**src/rtl/cnn1d_pkg.sv**
```systemverilog
`default_nettype none
// ============================================================================
// Module   : cnn1d_pkg
// Purpose  : Shared fixed-point constants, types and helper functions for the
//            cnn1d compute units and the shared multiplier arbiter.
// Contents : DATA_WIDTH, FRACTION, LPM_PIPE_WIDTH, LPM_OUT_WIDTH, LPM_OUT_MSB,
//            fxp_t (signed DATA_WIDTH word), clog2().
// Revision : 1.0 - initial release
// ============================================================================
package cnn1d_pkg;

  localparam int DATA_WIDTH     = 12;
  localparam int FRACTION       = 9;
  localparam int LPM_PIPE_WIDTH = 4;
  localparam int LPM_OUT_WIDTH  = 2 * DATA_WIDTH;
  // Top bit of the DATA_WIDTH window kept from the full-width product.
  localparam int LPM_OUT_MSB    = LPM_OUT_WIDTH - 1 - (DATA_WIDTH - FRACTION);

  typedef logic signed [DATA_WIDTH-1:0] fxp_t;

  // Ceiling log2, never less than 1 so it can size a pointer register.
  function automatic int clog2(input int value);
    int r;
    r = 1;
    for (int i = 1; i < 31; i++) begin
      if ((1 << i) < value) r = i + 1;
    end
    return r;
  endfunction

endpackage
`default_nettype wire

```
**src/rtl/fxp_mult_pipe.sv**
```systemverilog
`default_nettype none
// ============================================================================
// Module   : fxp_mult_pipe
// Purpose  : PIPE-deep signed DW x DW fixed-point multiplier carrying a valid
//            bit and a one-hot tag. The product window [DW+FRAC-1 -: DW] is
//            returned; ovf flags lost sign-extension bits.
// Macro    : CNN1D_MULT_SAT_EN - when defined, overflowing results saturate
//            to the most positive / most negative DW-bit value.
// Ports    : clk, rst        - clock, synchronous active-high reset
//            in_valid/in_tag - issue strobe and one-hot requester tag
//            in_a, in_b      - signed operands
//            out_valid       - one-hot result strobe (tag of the result)
//            out_data        - result, holds when out_valid is 0
//            out_ovf         - truncation lost significant bits
//            busy            - any pipeline stage holds a valid operation
// Revision : 1.0 - initial release
// ============================================================================
module fxp_mult_pipe
  import cnn1d_pkg::*;
#(
  parameter int DW   = DATA_WIDTH,
  parameter int FRAC = FRACTION,
  parameter int PIPE = LPM_PIPE_WIDTH,
  parameter int TW   = 4
) (
  input  logic                 clk,
  input  logic                 rst,
  input  logic                 in_valid,
  input  logic [TW-1:0]        in_tag,
  input  logic signed [DW-1:0] in_a,
  input  logic signed [DW-1:0] in_b,
  output logic [TW-1:0]        out_valid,
  output logic [DW-1:0]        out_data,
  output logic                 out_ovf,
  output logic                 busy
);

  localparam int PW = 2 * DW;     // full product width
  localparam int KW = PW - FRAC;  // product bits above the discarded fraction

  logic signed [DW-1:0] a_q;
  logic signed [DW-1:0] b_q;
  logic [PIPE-1:0]      valid_q;
  logic [TW-1:0]        tag_q [PIPE];

  // Stage 0 captures operands; valid/tag shift down the pipe with the data.
  always_ff @(posedge clk) begin
    if (in_valid) begin
      a_q <= in_a;
      b_q <= in_b;
    end
  end

  always_ff @(posedge clk) begin
    if (rst) begin
      for (int k = 0; k < PIPE; k++) begin
        valid_q[k] <= 1'b0;
        tag_q[k]   <= '0;
      end
    end else begin
      valid_q[0] <= in_valid;
      tag_q[0]   <= in_tag;
      for (int k = 1; k < PIPE; k++) begin
        valid_q[k] <= valid_q[k-1];
        tag_q[k]   <= tag_q[k-1];
      end
    end
  end

  logic signed [PW-1:0] a_ext;
  logic signed [PW-1:0] b_ext;
  logic signed [PW-1:0] prod_full;
  logic signed [KW-1:0] prod_0;
  logic signed [KW-1:0] prod_last;

  assign a_ext     = {{DW{a_q[DW-1]}}, a_q};
  assign b_ext     = {{DW{b_q[DW-1]}}, b_q};
  assign prod_full = a_ext * b_ext;
  // The fraction bits below the result window are never needed, so only the
  // upper KW bits are carried through the remaining stages.
  assign prod_0    = KW'(prod_full >>> FRAC);

  generate
    if (PIPE == 1) begin : g_no_delay
      assign prod_last = prod_0;
    end else begin : g_delay
      logic signed [KW-1:0] prod_q [1:PIPE-1];
      always_ff @(posedge clk) begin
        prod_q[1] <= prod_0;
        for (int k = 2; k < PIPE; k++) begin
          prod_q[k] <= prod_q[k-1];
        end
      end
      assign prod_last = prod_q[PIPE-1];
    end
  endgenerate

  // Bits from the product MSB down to the result MSB must all agree,
  // otherwise the DW-bit window cannot represent the value.
  logic [KW-DW:0] upper;
  logic           ovf_w;
  logic [DW-1:0]  data_w;

  assign upper = prod_last[KW-1:DW-1];
  assign ovf_w = !((&upper) || !(|upper));

  always_comb begin
    data_w = prod_last[DW-1:0];
`ifdef CNN1D_MULT_SAT_EN
    if (ovf_w) begin
      data_w = prod_last[KW-1] ? {1'b1, {(DW-1){1'b0}}} : {1'b0, {(DW-1){1'b1}}};
    end
`endif
  end

  always_ff @(posedge clk) begin
    if (rst) begin
      out_valid <= '0;
      out_data  <= '0;
      out_ovf   <= 1'b0;
    end else begin
      out_valid <= valid_q[PIPE-1] ? tag_q[PIPE-1] : '0;
      out_ovf   <= valid_q[PIPE-1] & ovf_w;
      if (valid_q[PIPE-1]) out_data <= data_w;
    end
  end

  assign busy = |valid_q;

endmodule
`default_nettype wire

```
**src/rtl/mult_share_arbiter.sv**
```systemverilog
`default_nettype none
// ============================================================================
// Module   : mult_share_arbiter
// Purpose  : Round-robin sharing of one pipelined fixed-point multiplier among
//            N_REQ requesters. At most one issue per cycle; each result is
//            tagged one-hot with its requester and appears PIPE cycles later.
// Macro    : CNN1D_MULT_SAT_EN - saturate overflowing results (see
//            fxp_mult_pipe); latency and ovf are unchanged.
// Ports    : clk, rst   - clock, synchronous active-high reset
//            en         - grant enable (in-flight work still drains when low)
//            req_valid  - per-requester operand valid
//            req_a/b    - packed operands, requester i at [i*DW +: DW]
//            req_ready  - one-hot grant
//            res_valid  - one-hot result strobe
//            res_data   - shared result, qualified by res_valid
//            busy       - any operation in flight
//            ovf        - result truncation lost significant bits
// Revision : 1.0 - initial release
// ============================================================================
module mult_share_arbiter
  import cnn1d_pkg::*;
#(
  parameter int N_REQ = 4,
  parameter int PIPE  = LPM_PIPE_WIDTH,
  parameter int DW    = DATA_WIDTH,
  parameter int FRAC  = FRACTION
) (
  input  logic                clk,
  input  logic                rst,
  input  logic                en,
  input  logic [N_REQ-1:0]    req_valid,
  input  logic [N_REQ*DW-1:0] req_a,
  input  logic [N_REQ*DW-1:0] req_b,
  output logic [N_REQ-1:0]    req_ready,
  output logic [N_REQ-1:0]    res_valid,
  output logic [DW-1:0]       res_data,
  output logic                busy,
  output logic                ovf
);

  localparam int PTR_W = clog2(N_REQ);

  logic [PTR_W-1:0] rr_ptr;
  logic [PTR_W-1:0] grant_idx;
  logic [PTR_W-1:0] cand_idx;
  logic [N_REQ-1:0] grant;
  logic             found;
  int               cand;

  // Search starts just after the last granted requester and wraps, so the
  // most recent winner has lowest priority on the next cycle.
  always_comb begin
    grant     = '0;
    grant_idx = '0;
    cand_idx  = '0;
    found     = 1'b0;
    cand      = 0;
    if (en && !rst) begin
      for (int off = 1; off <= N_REQ; off++) begin
        cand = int'(rr_ptr) + off;
        if (cand >= N_REQ) cand = cand - N_REQ;
        cand_idx = PTR_W'(cand);
        if (!found && req_valid[cand_idx]) begin
          found           = 1'b1;
          grant[cand_idx] = 1'b1;
          grant_idx       = cand_idx;
        end
      end
    end
  end

  assign req_ready = grant;

  always_ff @(posedge clk) begin
    if (rst) begin
      rr_ptr <= PTR_W'(N_REQ - 1);
    end else if (found) begin
      rr_ptr <= grant_idx;
    end
  end

  logic signed [DW-1:0] a_sel;
  logic signed [DW-1:0] b_sel;

  always_comb begin
    a_sel = '0;
    b_sel = '0;
    for (int i = 0; i < N_REQ; i++) begin
      if (grant[i]) begin
        a_sel = req_a[i*DW +: DW];
        b_sel = req_b[i*DW +: DW];
      end
    end
  end

  fxp_mult_pipe #(
    .DW   (DW),
    .FRAC (FRAC),
    .PIPE (PIPE),
    .TW   (N_REQ)
  ) u_mult (
    .clk       (clk),
    .rst       (rst),
    .in_valid  (found),
    .in_tag    (grant),
    .in_a      (a_sel),
    .in_b      (b_sel),
    .out_valid (res_valid),
    .out_data  (res_data),
    .out_ovf   (ovf),
    .busy      (busy)
  );

endmodule
`default_nettype wire

```
**config.mk**
```make
export PLATFORM = sky130hd
export DESIGN_NAME = mult_share_arbiter
export DESIGN_NICKNAME = d
export VERILOG_FILES = /design/src/rtl/cnn1d_pkg.sv /design/src/rtl/fxp_mult_pipe.sv /design/src/rtl/mult_share_arbiter.sv
export SDC_FILE = /design/constraint.sdc
export NUM_CORES = 1
export LEC_CHECK = 0
export BUFFER_PORTS_ARGS = -buffer_cell sky130_fd_sc_hd__buf_2
export CAP_MARGIN = 10
export CORE_MARGIN = 8
export CORE_UTILIZATION = 40
export CTS_CLUSTER_SIZE = 28
export DETAILED_ROUTE_END_ITERATION = 7
export MAX_ROUTING_LAYER = met4
export RECOVER_POWER = 25
export SLEW_MARGIN = 40
export SYNTH_ARGS = -nofsm -noshare
export SYNTH_HDL_FRONTEND = slang
export SYNTH_SLANG_ARGS = --single-unit
```
**constraint.sdc**
```tcl
create_clock -name clk -period 6.96 [get_ports clk]
set_input_delay 1.392 -clock clk [delete_from_list [all_inputs] [get_ports clk]]
set_output_delay 1.392 -clock clk [all_outputs]
set_load 0.1 [all_outputs]
```
# After elaboration in Yosys (flattened, before gate mapping)
# Memories as Yosys holds them, arrays and structs flattened. A register that Yosys moved wholly into a read port is not among the register bits.
# Index checks and enable logic that the tools add are counted.
totals:
  input_bits: 103
  out_inout_bits: 22
  ramBits: 61
  reg_bits: 43
  latch_bits: 0
  n_memories: 2
  romBits: 0
  elab_cells: 117
op_classes:
  div: 0
  n_eq_ne: 0
  shifts: 0
  order_cmp: 12
  bitwise_logic: 9
  n_reduce_logical: 19
  multipliers: 1
  n_addsub: 8
  muxes: 60
memory_table:
  columns: ["name", "depth", "word_bits", "rd", "rd_ports_with_merged_regs", "wr", "line_no", "rtl"]
  rows:
  - ["u_mult.g_delay.prod_q", 3, 15, 3, 0, 3, "fxp_mult_pipe.sv:87", "logic signed [KW-1:0] prod_q [1:PIPE-1];"]
  - ["u_mult.tag_q", 4, 4, 4, 1, 4, "fxp_mult_pipe.sv:44", "logic [TW-1:0] tag_q [PIPE];"]
op_table:
  columns: ["operator", "count"]
  rows:
  - ["12-bit two-way mux", 8]
  - ["4-bit two-way mux", 12]
  - ["2-bit two-way mux", 13]
  - ["12-bit by 12-bit multiplier with 24-bit output", 1]
  - ["1-bit two-way mux", 19]
  - ["2-bit by 3-bit < comparator with 1-bit output, second input constant", 4]
  - ["4-bit OR", 3]
  - ["3-bit >= comparator, second input constant", 3]
  - ["1-bit binary-select mux with 2-bit select", 4]
  - ["1-bit demux with 2-bit select", 4]
  - ["2-bit by 1-bit >= comparator with 1-bit output, second input constant", 4]
  - ["1-bit logical AND", 8]
  - ["4-bit OR reduction", 2]
  - ["2-bit by 1-bit subtractor with 2-bit output, second input constant", 4]
  - ["2-bit by 2-bit adder with 3-bit output, second input constant", 2]
  - ["1-bit zero test", 6]
  - ["2-bit by 3-bit adder with 4-bit output, second input constant", 1]
  - ["4-bit by 3-bit >= comparator with 1-bit output, second input constant", 1]
  - ["1-bit OR", 4]
  - ["4-bit AND reduction", 1]
  - ["2-bit by 1-bit adder with 3-bit output, second input constant", 1]
  - ["2-bit OR reduction", 1]
  - ["1-bit bitwise AND", 1]
  - ["1-bit logical OR", 1]
  - ["1-bit NOT", 1]

# Logic depth before layout (Yosys ltp)
logic_depth:
  depth_word: 24
  ltp_mapped: 20
  ltp_nobuf: 19

# By module
# Synthesis repeated with hierarchy kept, for this count alone.
unflattened:
  hier_cells: 999
  hier_area_um2: 9778.1
by_module_without_submodules:
  columns: ["mod", "area_per_inst_um2", "cells_per_inst", "seq_area_each_um2", "n_inst"]
  rows:
  - ["fxp_mult_pipe", 8049.0, 778, 2362.3, 1]
  - ["mult_share_arbiter", 1729.2, 221, 40.0, 1]

# Worst setup path before layout
# Ideal clock, no wire load.
synth_timing:
  path_kind: "input to output"
  startpoint: "in req_valid[3]"
  endpoint: "out req_ready[0]"
  cell_stages: 6
  n_path_buf: 1
  path_slack_ns: 1.703
  required_time_ns: 5.568
  arrival_ns: 3.865
  cell_sequence: "clkbuf_1 -> or3b_1 -> a2111oi_0 -> nand2b_1 -> a22oi_1 -> nor2_1"
synth_via:
  elab_chain_len: 16
  word_cells_on_any_way: 31
  cone_classes: "22 x mux; 3 x bitwise; 6 x reduce/logical"
synth_lines:
  columns: ["element", "line_no", "rtl"]
  rows:
  - ["from (decl)", "mult_share_arbiter.sv:31", "input logic [N_REQ-1:0] req_valid,"]
  - ["1-bit binary-select mux with 2-bit select", "mult_share_arbiter.sv:63", "if (!found && req_valid[cand_idx]) begin"]
  - ["1-bit two-way mux (implied by the code)", "mult_share_arbiter.sv:63", null]
  - ["1-bit two-way mux", "mult_share_arbiter.sv:63", null]
  - ["1-bit two-way mux", "mult_share_arbiter.sv:58", "if (en && !rst) begin"]
  - ["1-bit zero test", "mult_share_arbiter.sv:63", null]
  - ["1-bit logical AND", "mult_share_arbiter.sv:63", null]
  - ["1-bit two-way mux", "mult_share_arbiter.sv:63", null]
  - ["1-bit two-way mux", "mult_share_arbiter.sv:58", null]
  - ["1-bit zero test", "mult_share_arbiter.sv:63", null]
  - ["1-bit logical AND", "mult_share_arbiter.sv:63", null]
  - ["1-bit two-way mux", "mult_share_arbiter.sv:63", null]
  - ["1-bit two-way mux", "mult_share_arbiter.sv:58", null]
  - ["1-bit zero test", "mult_share_arbiter.sv:63", null]
  - ["1-bit logical AND", "mult_share_arbiter.sv:63", null]
  - ["4-bit two-way mux (*)", "mult_share_arbiter.sv:63", null]
  - ["4-bit two-way mux (*)", "mult_share_arbiter.sv:58", null]
  - ["to (decl)", "mult_share_arbiter.sv:34", "output logic [N_REQ-1:0] req_ready,"]
# Every way passes the cells marked *; elsewhere a longest branch is shown, timed or not. The select of a mux whose other input is x is not followed.

# Final worst setup path
layout_timing:
  startpoint: "in rst"
  endpoint: "out req_ready[1]"
layout_via:
  elab_chain_len: 3
layout_lines:
  columns: ["element", "line_no", "rtl"]
  rows:
  - ["from (decl)", "mult_share_arbiter.sv:29", "input logic rst,"]
  - ["1-bit zero test", "mult_share_arbiter.sv:58", null]
  - ["1-bit logical AND", "mult_share_arbiter.sv:58", null]
  - ["4-bit two-way mux", "mult_share_arbiter.sv:58", null]
# Every way passes these cells.

==> impl_results.md <==
* Total wire length at 20.0 mm
* Cell row count at 55
* CP required at 5.57 ns
* Critical Path End Type: output port
* Slowest cell on crit path: a22o_1
* Die H at 168 um
* Post-CTS Setup Bufs at 0
* Overall routing resource usage at 15.4%
* Crit start category: input port
* Final nets at 1333
* Syn Inst Count at 945
* Setup TNS at 0 ns
* Top FF cell, synth: dfxtp_1
* Overflow after GRT at 0
* Status: finished with violations
* Place WS at 1.42 ns
* DP HPWL at 16.5 mm
* Worst r2r dst: u_mult.g_delay.prod_q[0][27]
* RSZ-0062 raised after global routing: no
* Clk_lat worst skew at 0.35 ns
* Initial antenna violation count at 0
* Hold-fix buffers, CTS at 0
* CP Class: input port to output port
* # DRC at 0
* Cell taking the most area after synthesis: fa_1
* CTS tree: built
* Post-synthesis mux area share at 2.50%
* Xor/xnor share of the synthesized area at 2.00%
* I/O Buffers at 124
* Hold path start: u_mult.g_delay.prod_q[0][39]
* Routed vias at 6457
* Share of cells above drive strength 1 at 15.9%
* Final antenna-violating net count at 0
* GPL Wtd Cong at 0.859
* Antenna Cells at 0
* Syn Area/Cell at 9.74 um2
* CP max stage delay at 0.59 ns
* Violated checks: max-capacitance violations, max-slew violations
* Final count of negative-setup-slack endpoints at 0
* Final Hold Vio Count at 0
* Synth Area in Simple Gates at 13.0%
* Final Cycle Share at 80.8%
* Worst slew pin tran at 1.54 ns
* Wire per inst at 15.0 um
* Synth cell count leaders: 182 x inv_1, 136 x fa_1, 125 x nand2_1, 84 x dfxtp_1, 55 x ha_1
* Setup Skew at 0.0119 ns
* Via/cell ratio at 4.86
* R2R depth at 18
* Slew Limit Fails at 32
* Number of fill cells at 2165
* Ys Warns at 0
* Drt pass-1 iters at 5
* Sequential cell area fraction in the yosys report at 26.1%
* Origin of the critical flop-to-flop path: u_mult.a_q[10]
* H-tree levels at 3
* First-pass GRT wire length at 34.1 mm
* Post-layout min period at 5.63 ns
* CTS Root Cell: clkbuf_16
* Die width at 168 um
* Post-synth EDFFs at 24
* Clock Tree Buf Depth at 2
* Post-synthesis async set-or-reset flop share at 0%
* Largest family of logic cells by synthesized area: adder cells
* Crit path max-delay family: buffers and inverters
* Synth top area share at 29.6%
* Worst path depth at 6
* CP bufs+invs at 3
* Clock slew at reported path FFs at 0.07 ns
* Crit path to: req_ready[1]
* Synthesized area at 9200 um2
* Compound-cell area share of the yosys netlist at 9.57%
* Launch point of the worst path: rst
* Max Cap Violations at 1
* Syn_nets at 1239
* Post-route setup slack at 1.33 ns
* Worst Path Arrival at 4.23 ns
* I/O pins at 125
* Iter 0 DRT Violations at 339
* Clock tree sinks at 108
* Die area at 28100 um2
* Synth cell types at 55
* Max Clk Rate at 0.178 GHz
* Area delta synth->final at 12.3%
* Crit Path Max Fanout at 31
* Largest net degree at the start of global routing at 32
* Core area at 22600 um2
* Post-CTS Resized at 0
* Headroom to the max-slew limit at -2.64%
* Top-count cell post-synth: inv_1
* Area contributors post-synth: fa_1 30%, dfxtp_1 18%, edfxtp_1 7.8%, ha_1 7.5%, inv_1 7.4%
* Number of global-route vias before repair at 6874
* Crit-path cells: clkbuf_1, nand2b_1, a21oi_1, a22o_1, buf_4, buf_2
* HP Class: register to register
* FF-to-FF setup slack at 1.50 ns
* #FFs+latches synth at 108
* CTS buffer count at 9
* Fraction of the mapped netlist area in adder cells at 37.1%
* Initial core utilization at 40.7%
-- sequential cells by signal (all words and copies together) (netlist names) --
signal                 flops
u_mult.a_q                12
rr_ptr                     2
u_mult.valid_q             4
u_mult.out_valid           4
u_mult.g_delay.prod_q     45
u_mult.tag_q              16
u_mult.b_q                12
u_mult.out_data           12
u_mult.out_ovf             1
-- cells by family after synthesis --
logic type / count (synthesis)
AOI/OAI and AO/OA: 123
xor gates and xnor gates: 21
adders and majority gates: 191
buffers and inverters: 229
DFF: 108
muxes: 19
and+or+nand+nor: 254
-- placed cells by master (no fill, tap or decap), drive strengths merged, types with 3 or more instances in the layout --
master,count
ha,55
dfxtp,84
xor2,3
clkbuf,10
fa,136
a21oi,12
buf,127
nor2,39
nand2b,11
inv,187
a221oi,24
nor3,6
nor2b,19
o21ai,57
mux4,3
mux2i,14
edfxtp,24
o31a,3
a21o,5
and2,42
xnor2,18
nand2,125
o21a,5
-- layout make-up --
class | count | area, um2 | share of cell area [%]
clock inverter | 7 | 103 | 0.993
clock buffer | 9 | 225 | 2.18
sequential | 108 | 2400 | 23.3
tap | 285 | 357 | 3.45
inverter | 184 | 691 | 6.68
multi-input combinational | 608 | 5910 | 57.1
timing repair buffer | 128 | 649 | 6.28
-- worst reg2reg max path, cell delays in order (launching register included) --
cell and delay (ns):
edfxtp_1 0.55, and2_1 0.25, fa_1 0.53, inv_1 0.05, fa_1 0.49, fa_1 0.52
inv_1 0.05, fa_1 0.52, inv_1 0.05, fa_1 0.47, inv_1 0.04, ha_1 0.21
nor4_1 0.26, o21ai_0 0.13, a41oi_1 0.35, o21a_1 0.30, nor2b_1 0.10, o31a_1 0.26
o31a_1 0.24
-- per-layer routing --
layer  vias to the layer above  track usage (%)  part of all wire [%]
met5                         -                -                     0
met4                         0             4.00                   1.4
met3                        15             2.28                   4.3
met2                       176             25.8                    48
met1                      3137             19.3                    46
li1                       3129                -                     -
-- per-stage QoR --
| stage | hold WS (ns) | std cells | cell area, um2 | utilization [%] |
|---|---|---|---|---|
| floorplan | 0.310 | 945 | 9200 | - |
| global placement | 0.311 | 1312 | 10000 | 44.2 |
| detailed placement | 0.312 | 1313 | 10000 | 44.2 |
| CTS | 0.319 | 1329 | 10300 | 45.6 |
| global route | 0.329 | 1329 | 10300 | 45.6 |
| finish | 0.320 | 1329 | 10300 | 45.6 |
-- how the worst min path moves through the flow --
stage	end	cells past startpoint
floorplan	u_mult.g_delay.prod_q[0][30]	0
global placement	u_mult.g_delay.prod_q[0][34]	0
detailed placement	u_mult.g_delay.prod_q[0][36]	0
CTS	u_mult.g_delay.prod_q[0][54]	0
global route	u_mult.g_delay.prod_q[0][50]	0
finish	u_mult.g_delay.prod_q[0][54]	0
Power is left out: the tool's default activity adds up to more than one toggle a clock period on the data nets, which glitch-free logic cannot reach.
